--- config.mk ---
export PLATFORM = sky130hd
export DESIGN_NAME = alu_exec_stage
export DESIGN_NICKNAME = d
export VERILOG_FILES = /design/src/rtl/alu_exec_stage.sv
export SDC_FILE = /design/constraint.sdc
export NUM_CORES = 1
export LEC_CHECK = 0
export CORE_AREA = 2 2 208 108
export DETAILED_ROUTE_END_ITERATION = 8
export DIE_AREA = 0 0 210 110
export GPL_TIMING_DRIVEN = 0
export PLACE_DENSITY = 0.81
export SLEW_MARGIN = 20
export SYNTH_ARGS = -nofsm -noshare
export SYNTH_HDL_FRONTEND = slang
export SYNTH_SLANG_ARGS = --single-unit
--- constraint.sdc ---
create_clock -name clk -period 4.3 [get_ports clk]
set_clock_uncertainty 0.05 [all_clocks]
set_input_delay 0.86 -clock clk [delete_from_list [all_inputs] [get_ports clk]]
set_output_delay 0.86 -clock clk [all_outputs]
set_load 0.05 [all_outputs]
--- src/rtl/alu_exec_stage.sv ---
// Execute-stage ALU with a single-entry registered output buffer.
// Valid/ready on both sides; flush kills the held result and any same-cycle capture.
module alu_exec_stage #(
    parameter int DATA_WIDTH     = 32,
    parameter int ALU_CTRL_WIDTH = 4,
    parameter int SHAMT_WIDTH    = 5
) (
    input  logic                      clk,
    input  logic                      rst_n,
    input  logic                      in_valid,
    output logic                      in_ready,
    input  logic [ALU_CTRL_WIDTH-1:0] ALUControl,
    input  logic [DATA_WIDTH-1:0]     SrcA,
    input  logic [DATA_WIDTH-1:0]     SrcB,
    input  logic                      flush,
    output logic                      out_valid,
    input  logic                      out_ready,
    output logic [DATA_WIDTH-1:0]     ALUResult,
    output logic                      Zero,
    output logic                      LtS,
    output logic                      LtU,
    output logic                      illegal
);

    localparam logic [ALU_CTRL_WIDTH-1:0] OP_ADD   = ALU_CTRL_WIDTH'(4'b0000);
    localparam logic [ALU_CTRL_WIDTH-1:0] OP_SUB   = ALU_CTRL_WIDTH'(4'b0001);
    localparam logic [ALU_CTRL_WIDTH-1:0] OP_SLL   = ALU_CTRL_WIDTH'(4'b0010);
    localparam logic [ALU_CTRL_WIDTH-1:0] OP_SLT   = ALU_CTRL_WIDTH'(4'b0011);
    localparam logic [ALU_CTRL_WIDTH-1:0] OP_SLTU  = ALU_CTRL_WIDTH'(4'b0100);
    localparam logic [ALU_CTRL_WIDTH-1:0] OP_XOR   = ALU_CTRL_WIDTH'(4'b0101);
    localparam logic [ALU_CTRL_WIDTH-1:0] OP_SRL   = ALU_CTRL_WIDTH'(4'b0110);
    localparam logic [ALU_CTRL_WIDTH-1:0] OP_SRA   = ALU_CTRL_WIDTH'(4'b0111);
    localparam logic [ALU_CTRL_WIDTH-1:0] OP_OR    = ALU_CTRL_WIDTH'(4'b1000);
    localparam logic [ALU_CTRL_WIDTH-1:0] OP_AND   = ALU_CTRL_WIDTH'(4'b1001);
    localparam logic [ALU_CTRL_WIDTH-1:0] OP_AUIPC = ALU_CTRL_WIDTH'(4'b1010);
    localparam logic [ALU_CTRL_WIDTH-1:0] OP_LUI   = ALU_CTRL_WIDTH'(4'b1011);
    localparam logic [ALU_CTRL_WIDTH-1:0] OP_LINK  = ALU_CTRL_WIDTH'(4'b1100);

    typedef enum logic {
        ST_EMPTY = 1'b0,
        ST_FULL  = 1'b1
    } state_t;

    state_t                  state_r;
    logic                    out_valid_r;
    logic [DATA_WIDTH-1:0]   result_r;
    logic                    zero_r;
    logic                    lts_r;
    logic                    ltu_r;
    logic                    illegal_r;

    logic [SHAMT_WIDTH-1:0]  shamt_s;
    logic [DATA_WIDTH-1:0]   sum_s;
    logic [DATA_WIDTH-1:0]   result_s;
    logic                    lts_s;
    logic                    ltu_s;
    logic                    illegal_s;
    logic                    in_ready_s;
    logic                    capture_s;

    // Operand-only comparisons and shared adder/shift amount.
    always_comb begin
        shamt_s = SrcB[SHAMT_WIDTH-1:0];
        sum_s   = SrcA + SrcB;
        lts_s   = ($signed(SrcA) < $signed(SrcB));
        ltu_s   = (SrcA < SrcB);
    end

    // Result mux decoded from ALUControl; undefined codes yield zero and flag illegal.
    always_comb begin
        result_s  = {DATA_WIDTH{1'b0}};
        illegal_s = 1'b0;
        case (ALUControl)
            OP_ADD:   result_s = sum_s;
            OP_SUB:   result_s = SrcA - SrcB;
            OP_SLL:   result_s = SrcA << shamt_s;
            OP_SLT:   result_s = {{(DATA_WIDTH-1){1'b0}}, lts_s};
            OP_SLTU:  result_s = {{(DATA_WIDTH-1){1'b0}}, ltu_s};
            OP_XOR:   result_s = SrcA ^ SrcB;
            OP_SRL:   result_s = SrcA >> shamt_s;
            OP_SRA:   result_s = $unsigned($signed(SrcA) >>> shamt_s);
            OP_OR:    result_s = SrcA | SrcB;
            OP_AND:   result_s = SrcA & SrcB;
            OP_AUIPC: result_s = sum_s;
            OP_LUI:   result_s = SrcB;
            OP_LINK:  result_s = SrcA + DATA_WIDTH'(4);
            default: begin
                result_s  = {DATA_WIDTH{1'b0}};
                illegal_s = 1'b1;
            end
        endcase
    end

    // Handshake: the slot is free when empty or when its content leaves this cycle.
    always_comb begin
        in_ready_s = !out_valid_r || out_ready;
        capture_s  = in_valid && in_ready_s && !flush;
    end

    // Occupancy FSM; flush empties the slot regardless of the handshake.
    always_ff @(posedge clk or negedge rst_n) begin
        if (!rst_n) begin
            state_r     <= ST_EMPTY;
            out_valid_r <= 1'b0;
        end else if (flush) begin
            state_r     <= ST_EMPTY;
            out_valid_r <= 1'b0;
        end else begin
            case (state_r)
                ST_EMPTY: begin
                    if (capture_s) begin
                        state_r     <= ST_FULL;
                        out_valid_r <= 1'b1;
                    end else begin
                        state_r     <= ST_EMPTY;
                        out_valid_r <= 1'b0;
                    end
                end
                ST_FULL: begin
                    if (capture_s || !out_ready) begin
                        state_r     <= ST_FULL;
                        out_valid_r <= 1'b1;
                    end else begin
                        state_r     <= ST_EMPTY;
                        out_valid_r <= 1'b0;
                    end
                end
                default: begin
                    state_r     <= ST_EMPTY;
                    out_valid_r <= 1'b0;
                end
            endcase
        end
    end

    // Result fields load only on capture, so they hold through back-pressure and flush.
    always_ff @(posedge clk or negedge rst_n) begin
        if (!rst_n) begin
            result_r  <= {DATA_WIDTH{1'b0}};
            zero_r    <= 1'b0;
            lts_r     <= 1'b0;
            ltu_r     <= 1'b0;
            illegal_r <= 1'b0;
        end else if (capture_s) begin
            result_r  <= result_s;
            zero_r    <= (result_s == {DATA_WIDTH{1'b0}});
            lts_r     <= lts_s;
            ltu_r     <= ltu_s;
            illegal_r <= illegal_s;
        end
    end

    assign in_ready  = in_ready_s;
    assign out_valid = out_valid_r;
    assign ALUResult = result_r;
    assign Zero      = zero_r;
    assign LtS       = lts_r;
    assign LtU       = ltu_r;
    assign illegal   = illegal_r;

endmodule

==> results.cfg, run 1 <==
[synthesis]
synthTopCellsByArea = ha_1, dfrtp_1, mux4_2
syn_inst = 1726
async_reset_ff_share_pct = 100.0
ys_types = 102
synthesis.area_sq_um = 12370
synth_warnings = 0
synth_enable_flop_cells = 0
ys_seq_elements = 37
synthMostInstantiatedCell = nand2_1
synth_fp_nets = 1899
syn_avg_cell_area_sq_um = 7.166
synth_flop_cell = dfrtp_1
synth_top_area_share_pct = 9.914
yosys.area.top_type = ha_1
yosysSeqAreaShare_pct = 7.486
synth_common_cells = nand2_1, nor2_1, a21oi_1

[clock_tree]
hold_buffers = 0
cts_inserted_buffers = 5
cts.sinks = 37
clockBufferDepth = 2
htree_levels = 2
root_buffer = clkbuf_16

[floorplan]
io-pin-count = 111
die_w_microns = 210
num_rows = 38
die_y_microns = 110
start_util_pct = 58.19

[placed_design]
post-place-ws_ns = -2.633
placed_cells = 2115
dp.final_hpwl_mm = 57.88
io_buffer_count = 108
gp_congestion = 1.325

[grt]
grt_usage_pct = 76.82
grt_max_degree = 34
grt.overflow.total = 6

[status]
haltStage = 5_1_grt
status = stopped before the end
stop_error = [ERROR GRT-0232] Routing congestion too high. Check the congestion heatmap in the GUI.

[sta]
worst_path_end_type = sequential cell input
postGrtWorstEndpoint = Zero$_DFFE_PN0P_/D
## repair_timing
item,CTS
pin swaps,48
endpoints found under the setup margin,32
gates cloned,0
resized for setup,415
buffers inserted,53
## cells by family after synthesis
logic type	count (synthesis)	synth area share, %
mux	144	15.98
xor+xnor	46	3.257
simple gates	553	21.39
fa+ha+maj	100	10.24
flops	37	7.486
buf+inv	263	9.034
compound gates	583	32.62
## through the flow
step / util (%) / instance area [sq um]
after floorplan: - / 12400
after global placement: 65.06 / 13830
after detailed placement: 65.16 / 13850
after CTS: 73.81 / 15690
## routing by layer
| layer | global-route usage, % | GRT overflow |
|---|---|---|
| met1 | 81.08 | 0 |
| met2 | 88.37 | 3 |
| met3 | 67.22 | 1 |
| met4 | 62.97 | 2 |
| met5 | 51.29 | 0 |
==> run 2, diff against run 1 <==
CORE_AREA = 2 2 179 181   (was 2 2 208 108)
DIE_AREA = 0 0 181 183   (was 0 0 210 110)
PLACE_DENSITY = default   (was 0.81)
PLACE_DENSITY_LB_ADDON = 0.15   (was default)
==> results.cfg, run 2 <==
[status]
status = finished with violations
violations = setup timing

[sta]
hold_viol = 0
drv_slew = 0
finalSetupTns_ns = -0.03658
max_slew_margin_pct = 15.06
max_freq_mhz = 230.6
min_period_ns = 4.337
worst_pin_slew_ns = 1.266
finalCritPeriodShare_pct = 100.9
worst_slack_ns = -0.03658
setup_violations = 1

[worst_setup_path]
cp-end-kind = flop
rrSetupSlack_ns = 1.10
worstPathRequired_ns = 4.42
start_kind = primary input
worstSetupPathType = primary input to flop
path_cells = buf_12 -> buf_12 -> buf_4 -> buf_2 -> buf_2 -> clkbuf_1 -> clkbuf_2 -> a311oi_1 -> a21oi_1 -> a221oi_2 -> nand4_1 -> nor4_2 -> a32o_2
slowest_delay_ns = 0.63
critical_path_arrival_ns = 4.46
cp_slowest_cell = clkbuf_1
critPathMaxFanout = 10

[synthesis]
synthMostInstantiatedCell = nand2_1
synth_top_area_share_pct = 9.914
ys_types = 102
ys_seq_elements = 37
synth_fp_nets = 1899
synth_warnings = 0
yosys.area.top_type = ha_1
async_reset_ff_share_pct = 100.0
synthesis.area_sq_um = 12370
syn_inst = 1726
synthTopCellsByArea = ha_1, dfrtp_1, mux4_2
synth_common_cells = nand2_1, nor2_1, a21oi_1
synth_enable_flop_cells = 0
synth_flop_cell = dfrtp_1
yosysSeqAreaShare_pct = 7.486
syn_avg_cell_area_sq_um = 7.166

[final_layout]
diodes = 0
nFillCells = 3118
nets = 2094
syn2layout_area_growth_pct = 33.49
final_common_cell = nand2_1
fin_area_sq_um = 16510
drive_gt1_share_pct = 26.27
fin_util_pct = 52.87
largest_register_ffs = 32
fin_cells = 2324
mostFrequentLayoutCells = nand2_1, nor2_1, a21oi_1

[clock_tree]
path_clk_slew_ns = 0.05
cts_tree = done
clkLatencyLatePin_ns = 0.28
cts.sinks = 37
clockBufferDepth = 2
cts_inserted_buffers = 5
root_buffer = clkbuf_16
htree_levels = 2
hold_buffers = 0

[drt]
avgRoutedWirePerCell_microns = 34.61
via_per_inst = 7.187
drt_wl_total_mm = 80.44
postRouteAntennaNets = 0
firstDrtPassIters = 6
route.detailed.drc = 0
num_vias = 16700
initialDrtViolationCount = 2723

[grt]
antenna_found_initial = 5
grt_pass1_vias = 15850
grt.overflow.total = 0
grt_max_degree = 32
grt_pass1_wl_mm = 112.9
grt_usage_pct = 46.92

[floorplan]
num_rows = 65
die_area_sq_um = 33120
io-pin-count = 111
start_util_pct = 39.60
coreArea_sq_um = 31230
die_y_microns = 183
die_w_microns = 181

[pwr]
p_int_mw = 1.581
p_per_area_nw_per_um2 = 207.0
clkPwrFrac_pct = 10.2
seq_power_share_pct = 13.2
switchingPower_mw = 1.836
leakage_nw = 6.771
pwr-share-comb_pct = 76.7
peakVddDrop_uv = 143.9
switching_share_pct = 53.72
p_total_mw = 3.417

[placed_design]
gp_congestion = 1.077
io_buffer_count = 108
placed_cells = 2238
dpl_cell_area_sq_um = 14010
dp.final_hpwl_mm = 62.01

[flow_run]
cap_viol_max_count = 0

[worst_hold_path]
holdCritPathClass = primary input to async pin
run 2: cell counts after synthesis:
Identical to the previous run, type by type.
run 2: cells by family after synthesis:
kind of cell	count (synthesis)	synth area share [%]
flops	37	7.486
buf+inv	263	9.034
fa+ha+maj	100	10.24
xor+xnor	46	3.257
simple gates	553	21.39
mux	144	15.98
compound gates	583	32.62
run 2: worst paths after layout:
check                      cells past startpoint                 from                         to
setup / recovery                              13              SrcB[3]           Zero$_DFFE_PN0P_
max in group asynchronous                      2                rst_n  ALUResult[24]$_DFFE_PN0P_
min in group clk                               2      LtU$_DFFE_PN0P_            LtU$_DFFE_PN0P_
hold reg to reg                                2      LtU$_DFFE_PN0P_            LtU$_DFFE_PN0P_
setup reg to reg                              12  out_valid$_DFF_PN0_           Zero$_DFFE_PN0P_
hold / removal                                 1                rst_n   ALUResult[9]$_DFFE_PN0P_
run 2: area by class of cell:
class	count	area [sq um]	area share (%)
Inverter	101	442.9	2.683
Multi-Input combinational cell	1426	11370	68.87
Tap cell	402	503.0	3.046
Clock buffer	6	128.9	0.7805
Timing Repair Buffer	197	1803	10.92
Buffer	153	1326	8.033
Clock inverter	2	10.01	0.06062
Sequential cell	37	925.9	5.608
run 2: per-layer routing:
| layer | GRT usage, % | wire (microns) | part of all wire (%) | vias up |
|---|---|---|---|---|
| met5 | 0 | 24 | 0.030 | - |
| met4 | 34.76 | 7492 | 9.3 | 4 |
| met3 | 11.08 | 9425 | 12 | 409 |
| met2 | 73.54 | 34230 | 43 | 1368 |
| met1 | 56.30 | 29270 | 36 | 8044 |
| li1 | - | - | - | 6878 |
run 2: power by group through the flow:
stage	clock network [mW]	registers (mW)	logic, mW
after floorplan	0	0.692	1.08
after global placement	0	0.453	2.13
after detailed placement	0	0.456	2.13
after CTS	0.349	0.450	2.44
after global routing	0.364	0.460	2.69
final	0.348	0.450	2.62
run 2: per-stage QoR:
step	hold WS, ns	setup WS, ns
detailed placement	0.4156	-2.401
global route	0.3728	-0.07070
floorplan	0.5144	0.001845
CTS	0.3605	0.002017
global placement	0.4123	-2.522
finish	0.3558	-0.03658
run 2: what timing repair did:
action | CTS | global route
pin swaps | 59 | 45
gates resized for setup | 471 | 130
gates cloned | 1 | 0
setup buffers | 63 | 22
setup endpoints to repair | 33 | 3
run 2: worst max-delay path, delay by kind of cell:
kind / cells / cell delay (ns)
buf+inv: 7 / 2.15
compound gates: 4 / 1.18
simple gates: 2 / 0.26
Power figures use the tool's default switching activity.
